`config.mk`:
```
export PLATFORM = sky130hd
export DESIGN_NAME = hadamard16_loader
export DESIGN_NICKNAME = d
export VERILOG_FILES = /design/src/rtl/hadamard16_loader.sv
export SDC_FILE = /design/constraint.sdc
export NUM_CORES = 1
export LEC_CHECK = 0
export ABC_AREA = 1
export CAP_MARGIN = 10
export CORE_MARGIN = 2
export CORE_UTILIZATION = 45
export DETAILED_ROUTE_END_ITERATION = 10
export PLACE_DENSITY_LB_ADDON = 0.15
export RECOVER_POWER = 100
export SYNTH_ARGS = -nofsm -noshare
export SYNTH_HDL_FRONTEND = slang
export SYNTH_SLANG_ARGS = --single-unit
```
`constraint.sdc`:
```
create_clock -name clk -period 1.9 [get_ports clk]
set_input_delay 0.285 -clock clk [delete_from_list [all_inputs] [get_ports clk]]
set_output_delay 0.285 -clock clk [all_outputs]
set_load 0.03 [all_outputs]
```
`src/rtl/hadamard16_loader.sv`:
```
// hadamard16_loader: input stage of the 16-point Hadamard transform.
// Serial signed samples arrive on a valid/ready handshake. They are packed
// into the x0..x15 register bank. The bank is then frozen while start
// enables the downstream pipeline for PIPE_LAT clocks. After that,
// frame_done marks the cycle from which y0..y15 downstream are valid.
//
// Handshake: a sample is transferred on every rising edge where
// in_valid && in_ready. in_ready is a registered output and depends only on
// the loader's own state, never on in_valid. in_sof is meaningful only on a
// transferring edge.
module hadamard16_loader #(
    parameter int DW       = 9,
    parameter int NPT      = 16,
    parameter int PIPE_LAT = 4
) (
    input  logic          clk,
    input  logic          rst_n,
    input  logic          in_valid,
    input  logic          in_sof,
    input  logic [DW-1:0] in_data,
    output logic          in_ready,
    output logic [DW-1:0] x0,
    output logic [DW-1:0] x1,
    output logic [DW-1:0] x2,
    output logic [DW-1:0] x3,
    output logic [DW-1:0] x4,
    output logic [DW-1:0] x5,
    output logic [DW-1:0] x6,
    output logic [DW-1:0] x7,
    output logic [DW-1:0] x8,
    output logic [DW-1:0] x9,
    output logic [DW-1:0] x10,
    output logic [DW-1:0] x11,
    output logic [DW-1:0] x12,
    output logic [DW-1:0] x13,
    output logic [DW-1:0] x14,
    output logic [DW-1:0] x15,
    output logic          start,
    output logic          frame_done,
    output logic          sof_err,
    output logic [1:0]    fsm_state
);

    localparam logic [1:0] FILL = 2'd0;
    localparam logic [1:0] HOLD = 2'd1;
    localparam logic [1:0] DONE = 2'd2;

    localparam int LW = (PIPE_LAT > 1) ? $clog2(PIPE_LAT) : 1;
    localparam logic [LW-1:0] LAT_LAST = LW'(PIPE_LAT - 1);
    localparam logic [3:0]    IDX_LAST = 4'(NPT - 1);

    logic [1:0]    state;
    logic [3:0]    idx;
    logic [LW-1:0] lat_cnt;
    logic [DW-1:0] bank [NPT];
    logic          accept;

    assign accept    = in_valid && in_ready;
    assign fsm_state = state;

    // Control path: FILL -> HOLD (start window) -> DONE (frame_done) -> FILL.
    always_ff @(posedge clk or negedge rst_n) begin
        if (!rst_n) begin
            state      <= FILL;
            idx        <= 4'd0;
            lat_cnt    <= '0;
            in_ready   <= 1'b1;
            start      <= 1'b0;
            frame_done <= 1'b0;
            sof_err    <= 1'b0;
        end else begin
            sof_err    <= 1'b0;
            frame_done <= 1'b0;
            case (state)
                FILL: begin
                    if (accept) begin
                        if (in_sof) begin
                            // A fresh frame always restarts at slot 0; any
                            // partial frame in progress is dropped.
                            idx     <= 4'd1;
                            sof_err <= (idx != 4'd0);
                        end else if (idx == IDX_LAST) begin
                            idx      <= 4'd0;
                            lat_cnt  <= '0;
                            state    <= HOLD;
                            in_ready <= 1'b0;
                            start    <= 1'b1;
                        end else begin
                            idx <= idx + 4'd1;
                        end
                    end
                end
                HOLD: begin
                    if (lat_cnt == LAT_LAST) begin
                        start      <= 1'b0;
                        frame_done <= 1'b1;
                        state      <= DONE;
                    end else begin
                        lat_cnt <= lat_cnt + 1'b1;
                    end
                end
                DONE: begin
                    in_ready <= 1'b1;
                    state    <= FILL;
                end
                default: begin
                    state    <= FILL;
                    idx      <= 4'd0;
                    in_ready <= 1'b1;
                    start    <= 1'b0;
                end
            endcase
        end
    end

    // Sample bank: written only on transfers during FILL, frozen otherwise.
    always_ff @(posedge clk or negedge rst_n) begin
        if (!rst_n) begin
            for (int i = 0; i < NPT; i++) begin
                bank[i] <= '0;
            end
        end else if (state == FILL && accept) begin
            if (in_sof) begin
                bank[0] <= in_data;
            end else begin
                bank[idx] <= in_data;
            end
        end
    end

    assign x0  = bank[0];
    assign x1  = bank[1];
    assign x2  = bank[2];
    assign x3  = bank[3];
    assign x4  = bank[4];
    assign x5  = bank[5];
    assign x6  = bank[6];
    assign x7  = bank[7];
    assign x8  = bank[8];
    assign x9  = bank[9];
    assign x10 = bank[10];
    assign x11 = bank[11];
    assign x12 = bank[12];
    assign x13 = bank[13];
    assign x14 = bank[14];
    assign x15 = bank[15];

endmodule

```
[After elaboration in Yosys (flattened, before gate mapping)]
Cells that the tools add are included.
Word-level totals
  bits in registers: 156
  output and inout port bits: 150
Operators by class
  bitwise logic cells: 5
  $add $sub $neg: 2
  reductions and logical operators: 13
  $lt $le $gt $ge: 2
  equal/unequal tests: 9
  mux-type cells: 32
Operators by type and width (number)
  144-bit bitwise mux: 1
  9-bit demux with 4-bit select: 1
  9-bit 2-to-1 mux: 2
  2-bit 2-to-1 mux: 8
  1-bit 2-to-1 mux: 12
  4-bit 2-to-1 mux: 3
  2-bit inequality test, second input constant: 5
  5-bit AND reduction: 2
  2-bit case mux with 2 select lines: 2
  4-bit case mux with 2 select lines: 1
  4-bit AND reduction: 2
  5-bit greater-or-equal comparator, second input constant: 1
  5-bit by 1-bit less-than comparator with 1-bit output, second input constant: 1
  4-bit NOT with 5-bit output: 1
  4-bit by 1-bit adder with 4-bit output, second input constant: 1
  2-bit == test, second input constant: 2
  4-bit == test, second input constant: 1
  1-bit NOT: 4
  2-bit AND reduction: 2
  4-bit nonzero test: 1
  1-bit logical AND: 3
  1-bit case mux with 3 select lines: 1
  2-bit by 1-bit adder with 2-bit output, second input constant: 1
  2-bit by 1-bit == test with 1-bit output, second input constant: 1
  other kinds (4): 4

[Logic depth before layout (Yosys ltp)]
Gate-level depths: netlist (run 1).
  depth in word-level cells: 7
  depth in mapped cells: 10
  mapped depth without buffers: 8

[Least setup slack after synthesis (run 1)]
No wires, ideal clock.
  kind: register to register
  from: reg state[0], in the netlist fsm_state[0]
  to: reg bank (netlist bit x13[7])
  clock period less this slack: 1826 ps
  required time: 1771 ps
  arrival: 1697 ps
  path slack: 74 ps
  setup time: 129 ps
  stages on the path, launching flop included: 11
  cells stage by stage: dfrtp_1 -> inv_1 -> ha_1 -> buf_4 -> nand3_4 -> nor2_8 -> buf_12 -> nand2_4 -> buf_6 -> nand2_1 -> o21ai_2
Between the ends
  word-level cells in the longest chain between the ends: 3
RTL lines
  from (decl): RTL line 52  | logic [1:0] state;
  from (signal assigned): RTL line 64  | state <= FILL;
  from (signal assigned): RTL line 85  | state <= HOLD;
  from (signal assigned): RTL line 97  | state <= DONE;
  2-bit logical NOT: RTL line 122  | end else if (state == FILL && accept) begin
  1-bit logical AND: RTL line 122
  2-bit AND reduction (no line)
  to (signal, indexed assignment): RTL line 126  | bank[idx] <= in_data;
  to (decl): RTL line 55  | logic [DW-1:0] bank [NPT];
Every way passes these cells.
A chain may end at the register's enable or synchronous reset.

[Worst setup path in the final report (run 1)]
  from: reg bank (netlist bit x9[5])
  to: out x9[5]
RTL lines
  to (decl): RTL line 31  | output logic [DW-1:0] x9,
No word-level cell between the ends.

==> results of run 1 <==
[power by group through the flow]
stage | Combinational (W) | Clock, W | Sequential [W]
detailed placement | 0.000203 | 0 | 0.00338
global route | 0.000210 | 0.00372 | 0.00332
finish | 0.000189 | 0.00351 | 0.00332
CTS | 0.000205 | 0.00358 | 0.00332
floorplan | 0.0000394 | 0 | 0.00338
global placement | 0.000200 | 0 | 0.00338
[Yosys cell counts (all sizes together)]
master    n  area (µm²)
inv      30         113
buf      12         140
dfrtp   155        3880
ha        9         113
nor2     19        87.6
nand4     6        37.5
nor3b     1        7.51
dfstp     1        26.3
nand3    10        62.6
o21ai   147         773
o21bai    1        11.3
nand2   197         830
clkbuf   15        57.6
a21oi     2        10.0
[layout make-up]
class,instances,area [µm²]
repair buffers,179,1780
clock buffers,22,484
clock inverters,10,138
flip-flops and latches,156,3910
inverters,30,113
multi-input cells,392,1870
fillers,1083,4790
well taps,176,220
[cells by family after synthesis]
logic type | after synthesis
compound gates | 150
fa+ha+maj | 9
buf+inv | 57
flops | 156
simple gates | 233
[stage by stage]
step,instances,hold WS [ns],total power [W],instance area (µm²)
2_1_floorplan,605,-0.0106,0.00342,6150
3_3_place_gp,932,0.239,0.00358,7960
3_5_place_dp,932,0.245,0.00359,7960
4_1_cts,965,0.369,0.00711,8590
5_1_grt,965,0.503,0.00725,8510
6_report,965,0.476,0.00703,8510
[how the worst max path moves through the flow]
stage and endpoint:
2_1_floorplan x13[7], 3_3_place_gp x0[8], 3_5_place_dp x2[8], 4_1_cts fsm_state[0]
5_1_grt idx[0], 6_report x9[5]
[repair_timing]
action	4_1_cts	5_1_grt
resized for setup	1	0
hold buffers	1	0
endpoints found under the hold margin	40	0
setup endpoints to repair	1	0
[layer usage]
metal  routed length [µm]  vias to the layer above  GRT usage [%]
met1                 7280                     2360           31.8
met3                 1340                       15           8.74
met2                 7830                      167           35.8
met5                    0                        -              0
met4                  201                        0           7.78
li1                     -                     2305              -
==> flow_results.org, run 1 <==
** Timing
- In this run the tightest slew margin relative to its limit is 22.3%.
- Total of endpoints with negative setup slack in the final report :: 0
- Unrepaired setup endpoints after global routing :: no
- Max frequency :: 546 MHz
- Number of max-slew violations in the final report :: 0
- For the pin with the worst max-slew slack, the measured transition is 1.17 ns.
- The worst path meets setup with 0.0670 ns of slack.
- Skew final :: 0.00819 ns
- Time the final worst path needs with I/O delays and setup :: 1.83 ns
- Sum Neg Setup Slack :: 0 ns
- Hold Vio Cnt, Final :: 0
- The worst path uses 96.5% of the clock period.

** Synth
- Summing the areas of all compound-gate instances in the mapped netlist gives 12.9% of the synthesized area.
- Cell area after synthesis :: 6150 µm²
- Yosys warns :: 0
- In this run the mean area of a mapped cell was 10.2 µm².
- Cell count after synthesis :: 605
- The synthesized design contains 156 register bits.
- In this run, distinct cell masters in the synthesized netlist total 23.
- Multiplexer fraction of the synthesized cell area :: 0%
- Post-synthesis share of cell area spent on and, or, nand and nor gates :: 16.7%
- Of the synthesized area, sequential elements account for 63.5%.
- After Yosys synthesis, XOR and XNOR cells account for 0% of the synthesized area.
- Post-Syn Nets :: 627
- Largest family of logic cells by synthesized area :: simple AND/OR/NAND/NOR gates
- Fraction of the mapped netlist area in adder cells :: 1.83%

** Global route
- GRT overflow :: 0
- The number of global-route vias before repair is 4712.
- Largest net degree at the start of global routing :: 48
- GRT Util Overall :: 23.7%
- The initial antenna violation count was 0.
- The first global-routing pass estimated 26000 µm of wire.

** Clocking
- Clock latency on the worst-skew pair, taken at its later pin, is 0.42 ns.
- Post-CTS Repair Setup Buffers :: 0
- No sink is reached through more buffers than the 2 on the longest clock path.
- Clock tree from TritonCTS :: yes
- After clock tree synthesis, the clock-pin slew on the worst setup and hold paths is 0.06 ns.
- Number of sinks driven by the clock tree :: 156
- Total number of H-tree levels :: 4
- The root buffer cell chosen for the clock tree is sky130_fd_sc_hd__clkbuf_16.
- TritonCTS Buffers :: 17

** Setup path
- The worst setup path is of the reg -> out kind.
- Launch point of the worst path :: x9[5]
- Cell type group with the largest total delay on the critical path :: buffers and inverters
- Number of buffers and inverters on the critical path :: 1
- R2R depth :: 8
- Nature of the critical path endpoint :: output port
- R2R setup slack :: 0.15 ns
- Data arrival time at the worst-slack endpoint :: 1.55 ns
- For the worst setup path, the data required time is 1.62 ns.
- Worst-path cell chain :: dlygate4sd3_1
- Start of the worst register-to-register path :: fsm_state[0]
- For this design, the slowest cell found on the critical path is sky130_fd_sc_hd__dlygate4sd3_1.
- Delay contributed by the slowest stage of the critical path :: 0.77 ns
- The worst register-to-register path ends at x14[7].
- The worst setup path is launched from a register.
- Critical path depth in cells :: 1
- Along the worst path, the maximum fanout reaches 2.

** Placement
- Summed over all nets, the half-perimeter wirelength after detailed placement is 11400 µm.
- Buffers placed on the I/O ports in this run total 162.
- Setup Slack @ Placement :: 0.128 ns
- At the end of routability-driven placement, the weighted congestion stood at 0.825.

** Floorplan
- Horizontal die dimension :: 121 µm
- The die covers 14600 µm².
- Core box area :: 13300 µm²
- The die is 121 µm tall.
- After floorplanning, the core was divided into 42 placement rows.
- Boundary pin count :: 163
- Once the floorplan was initialized, standard cells occupied 46.2% of the core.

** Worst hold path
- Worst hold endpoint :: x0[4]
- The min-delay analysis places its worst path in the category reg -> reg.
- In this run the most critical hold path is launched from x0[4].
- Hold Path Stages :: 2

** Final layout
- The library cell used most frequently in the layout, excluding fill and tap cells, is sky130_fd_sc_hd__nand2_1.
- Measured on the finished design, the core utilization comes to 64.0%.
- In the final layout, the share of cells above drive strength 1 is 8.37%.
- Area growth from synthesis to layout :: 38.4%
- Commonest non-fill, non-tap cells in the layout :: 182 x sky130_fd_sc_hd__nand2_1, 155 x sky130_fd_sc_hd__dfrtp_1, 126 x sky130_fd_sc_hd__o21ai_0, 125 x sky130_fd_sc_hd__dlygate4sd3_1, 36 x sky130_fd_sc_hd__clkdlybuf4s50_1
- The number of antenna diodes in the final layout is 0.
- Post-layout net count :: 798

** Power
- In this run switching power makes up 20.7% of total power.
- Per report_power, the sequential group accounts for 47.3% of the total.
- Summed over all cells, the static leakage comes to 4.39 nW.
- Clock Power Share :: 50.0%
- Power per cell area :: 826 nW/µm²
- In this run the power spent charging and discharging nets is 0.00145 W.
- Worst voltage drop across the vdd grid :: 0.000739 V
- Pint :: 0.00557 W
- Combinational logic burns 2.7% of the power.

** Run
- Max-cap viol count :: 0

** Detailed routing
- Drt via density :: 5.02
- DR iter-0 viols :: 236
- Final wirelength :: 16600 µm
- Via count of the routed design :: 4847
- DRT Pass-1 Iters :: 5
- After detailed routing, the average wire length per cell comes to 17.2 µm.
- Remaining DRCs :: 0
- Routed Antenna Nets :: 0

** Status
- The run finished with clean final reports.
No activity file was read; power rests on OpenSTA's default activity.
==> run 2, diff against run 1 <==
--- a/config.mk
+++ b/config.mk
@@ -8,7 +8,7 @@
 export ABC_AREA = 1
 export CAP_MARGIN = 10
 export CORE_MARGIN = 2
-export CORE_UTILIZATION = 45
+export CORE_UTILIZATION = 48
 export DETAILED_ROUTE_END_ITERATION = 10
 export PLACE_DENSITY_LB_ADDON = 0.15
 export RECOVER_POWER = 100
==> run 2 against run 1 <==
- final cell count down 0.52%
- flip-flop and latch count unchanged
- register-to-register slack got worse by 0.02 ns
- critical endpoint is now x14[3]
- largest power group unchanged
- highest routed layer unchanged
==> flow_results.org, run 2 (synthesized netlist as in run 1, its figures left out) <==
** Status
- Run status :: finished clean

** Clocking
- Total number of H-tree levels :: 4 (unchanged)
- Worst-skew pair later-pin latency :: 0.42 ns (about the same)
- Clock tree from TritonCTS :: yes
- The CTS clock-pin slew for the worst setup and hold paths is 0.06 ns (about the same).
- Root buffer selected by CTS :: sky130_fd_sc_hd__clkbuf_16
- The number of buffers on the longest clock path was 2 (unchanged).
- The number of clock buffers inserted by TritonCTS is 17 (unchanged).
- The CTS sink count came to 156 (unchanged).

** Detailed routing
- The initial DRC count came to 327 (+39%).
- Drt via density :: 5.11 (+1.7%)
- DRT Pass-1 Iters :: 5 (unchanged)
- Via count of the routed design :: 4906 (+1.2%)
- The routed length per instance is 17.4 µm (+0.64%).
- The final antenna-violating net count was 0 (unchanged).
- Final wirelength :: 16700 µm (+0.12%)
- Remaining DRCs :: 0 (unchanged)

** Power
- Clock Power Share :: 49.5% (-0.5 points)
- Switching power share of the total :: 20.5% (-0.17 points)
- The peak supply drop came to 0.000523 V (-29%).
- The leakage component of the power was 4.11 nW (-6.4%).
- Design Power :: 0.00697 W (-0.77%)
- The net load switching power is 0.00143 W (-1.6%).
- The combinational share of power is 2.8% (about the same).
- Pint :: 0.00554 W (-0.56%)
- Power per cell area :: 815 nW/µm² (-1.3%)
- The sequential share of power came to 47.7% (+0.4 points).

** Final layout
- Antenna cells :: 0 (unchanged)
- Most common library cell in the layout ignoring fill and taps :: sky130_fd_sc_hd__nand2_1
- Compared with the post-synthesis result, the final layout area differs by 39.1%.
- Layout Utilization :: 68.0% (+4.0 points)
- Commonest non-fill, non-tap cells in the layout :: 181 x sky130_fd_sc_hd__nand2_1, 155 x sky130_fd_sc_hd__dfrtp_1, 144 x sky130_fd_sc_hd__clkdlybuf4s50_1, 80 x sky130_fd_sc_hd__o21ai_1, 57 x sky130_fd_sc_hd__o21ai_0
- The fraction of layout cells with a size suffix above 1 was 9.64% (+1.3 points).
- The filler-free cell count of the finished design was 960 (-0.52%).
- Post-layout net count :: 797 (-0.13%)
- Filler cell count :: 988 (-8.8%)
- The cell area after layout is 8550 µm² (+0.50%).

** Global route
- The initial antenna violation count came to 0 (unchanged).
- The combined global-route utilization of all metal layers is 25.5% (+1.8 points).
- Wire length of the first global-routing pass :: 25900 µm (-0.56%)
- Vias in the first global route :: 4738 (+0.55%)
- GRT overflow :: 0 (unchanged)
- Largest net degree at the start of global routing :: 41 (-15%)

** Setup path
- Walking the worst path, the cells encountered are dlygate4sd3_1.
- Start-to-end type of the worst setup path :: reg -> out
- STA classifies the critical path startpoint as a register.
- Delay contributed by the slowest stage of the critical path :: 0.75 ns (-0.02 ns)
- The arrival time at the worst endpoint is 1.52 ns (-0.03 ns).
- Nature of the critical path endpoint :: output port
- The required time reported for the critical path endpoint was 1.62 ns (about the same).
- Cell type group with the largest total delay on the critical path :: buffers and inverters
- The maximum net fanout on the critical path is 2 (unchanged).
- Start of the worst register-to-register path :: fsm_state[0]
- Launch point of the worst path :: x14[3]
- Number of buffers and inverters on the critical path :: 1 (unchanged)
- Standard cell with the maximum stage delay on the critical path :: sky130_fd_sc_hd__dlygate4sd3_1

** Floorplan
- The standard-cell row count is 41 (-2.4%).
- The overall die height came to 117 µm (-3.1%).
- Boundary pin count :: 163 (unchanged)
- Die ar. :: 13700 µm² (-6.0%)
- Core box area :: 12600 µm² (-5.5%)
- The initial cell density of the core was 48.9% (+2.7 points).
- The x dimension of the die was 117 µm (-3.1%).

** Timing
- The upper clock frequency limit is 554 MHz (+1.5%).
- The clock tree skew after final layout came to 0.00794 ns (-0.000254 ns).
- The number of pins with negative max-slew slack in the final report is 0 (unchanged).
- The time the worst path needs with I/O delays and setup is 1.81 ns (-0.0276 ns).
- Headroom to the max-slew limit :: 29.7% (+7.5 points)
- Hold Vio Cnt, Final :: 0 (unchanged)
- The fraction of the cycle the final worst path needs came to 95.0% (-1.5 points).
- The setup-violating endpoint count in the final report was 0 (unchanged).
- The slew of the pin with the lowest slew margin came to 1.05 ns (-0.112 ns).
- The total negative slack is 0 ns (unchanged).
- Unrepaired setup endpoints after global routing :: yes

** Placement
- The routability congestion estimate is 0.860 (+4.3%).
- The number of placed cells counting well taps was 927 (-0.54%).
- Hpwl dp :: 11200 µm (-1.2%)
- Port Buffers :: 162 (unchanged)
- Post-place instance area :: 7950 µm² (-0.16%)

** Worst hold path
- The min-delay analysis places its worst path in the category reg -> reg.
- The startpoint identified for the worst hold timing path is x13[0].

** Run
- The reported max-cap violation count is 0 (unchanged).
[run 2: changes by cell type in the layout (fill, tap and decap cells not counted), sizes merged]
cell	change
bufinv	-1
dlygate4sd3	-108
clkbuf	+3
clkinvlp	-2
clkdlybuf4s50	+108
clkinv	-1
[run 2: area by class of cell]
type / count / area, µm² / area share (%)
Tap cell: 172 / 215 / 2.52
Multi-Input combinational cell: 392 / 1950 / 22.8
Clock inverter: 6 / 80.1 / 0.937
Clock buffer: 26 / 529 / 6.19
Timing Repair Buffer: 178 / 1760 / 20.6
Sequential cell: 156 / 3910 / 45.7
Inverter: 30 / 113 / 1.32
[run 2: worst reg2reg max path, stage by stage, from the launching register on]
cell and delay, ns:
sky130_fd_sc_hd__dfrtp_1 0.42, sky130_fd_sc_hd__inv_1 0.12, sky130_fd_sc_hd__ha_1 0.24, sky130_fd_sc_hd__nand3_4 0.13, sky130_fd_sc_hd__nor2_8 0.11, sky130_fd_sc_hd__buf_12 0.21
sky130_fd_sc_hd__nand2_2 0.21, sky130_fd_sc_hd__nand2_1 0.11, sky130_fd_sc_hd__o21ai_0 0.07
[run 2: stage by stage]
stage          hold WS [ns]  worst slack, ns
3_3_place_gp          0.223            0.124
2_1_floorplan       -0.0106           0.0742
4_1_cts               0.353           0.0777
6_report              0.483           0.0946
3_5_place_dp          0.229           0.0889
5_1_grt               0.511          -0.0137
[run 2: worst paths after layout]
kind / endpoint / slack, ns / cells after the start
min reg2reg: x13[0] / 0.48 / 2
max reg2reg: x3[8] / 0.13 / 8
min: x13[0] / 0.48 / 2
max in group asynchronous: x15[3] / 0.25 / 3
max: x14[3] / 0.09 / 1
min in group asynchronous: lat_cnt[0] / 0.58 / 2
[run 2: power by group through the flow]
stage          registers [W]  logic [W]  clock network [W]
2_1_floorplan        0.00338  0.0000394                  0
3_3_place_gp         0.00338   0.000205                  0
3_5_place_dp         0.00338   0.000208                  0
4_1_cts              0.00332   0.000210            0.00349
5_1_grt              0.00332   0.000216            0.00362
6_report             0.00332   0.000195            0.00345
[run 2: repair_timing]
action                                 4_1_cts  5_1_grt
buffers inserted                             0        0
endpoints found under the hold margin       35        0
gates cloned                                 0        0
setup endpoints to repair                    1       16
gates resized for setup                      1        3
hold buffers                                 1        0
[run 2: routing by layer]
layer  up-vias  share of wire [%]  global-route usage [%]
met4         0                2.0                    9.65
met5         -                  0                       0
met1      2379                 42                    33.1
met3        26                7.8                    7.57
met2       184                 48                    40.9
li1       2317                  -                       -
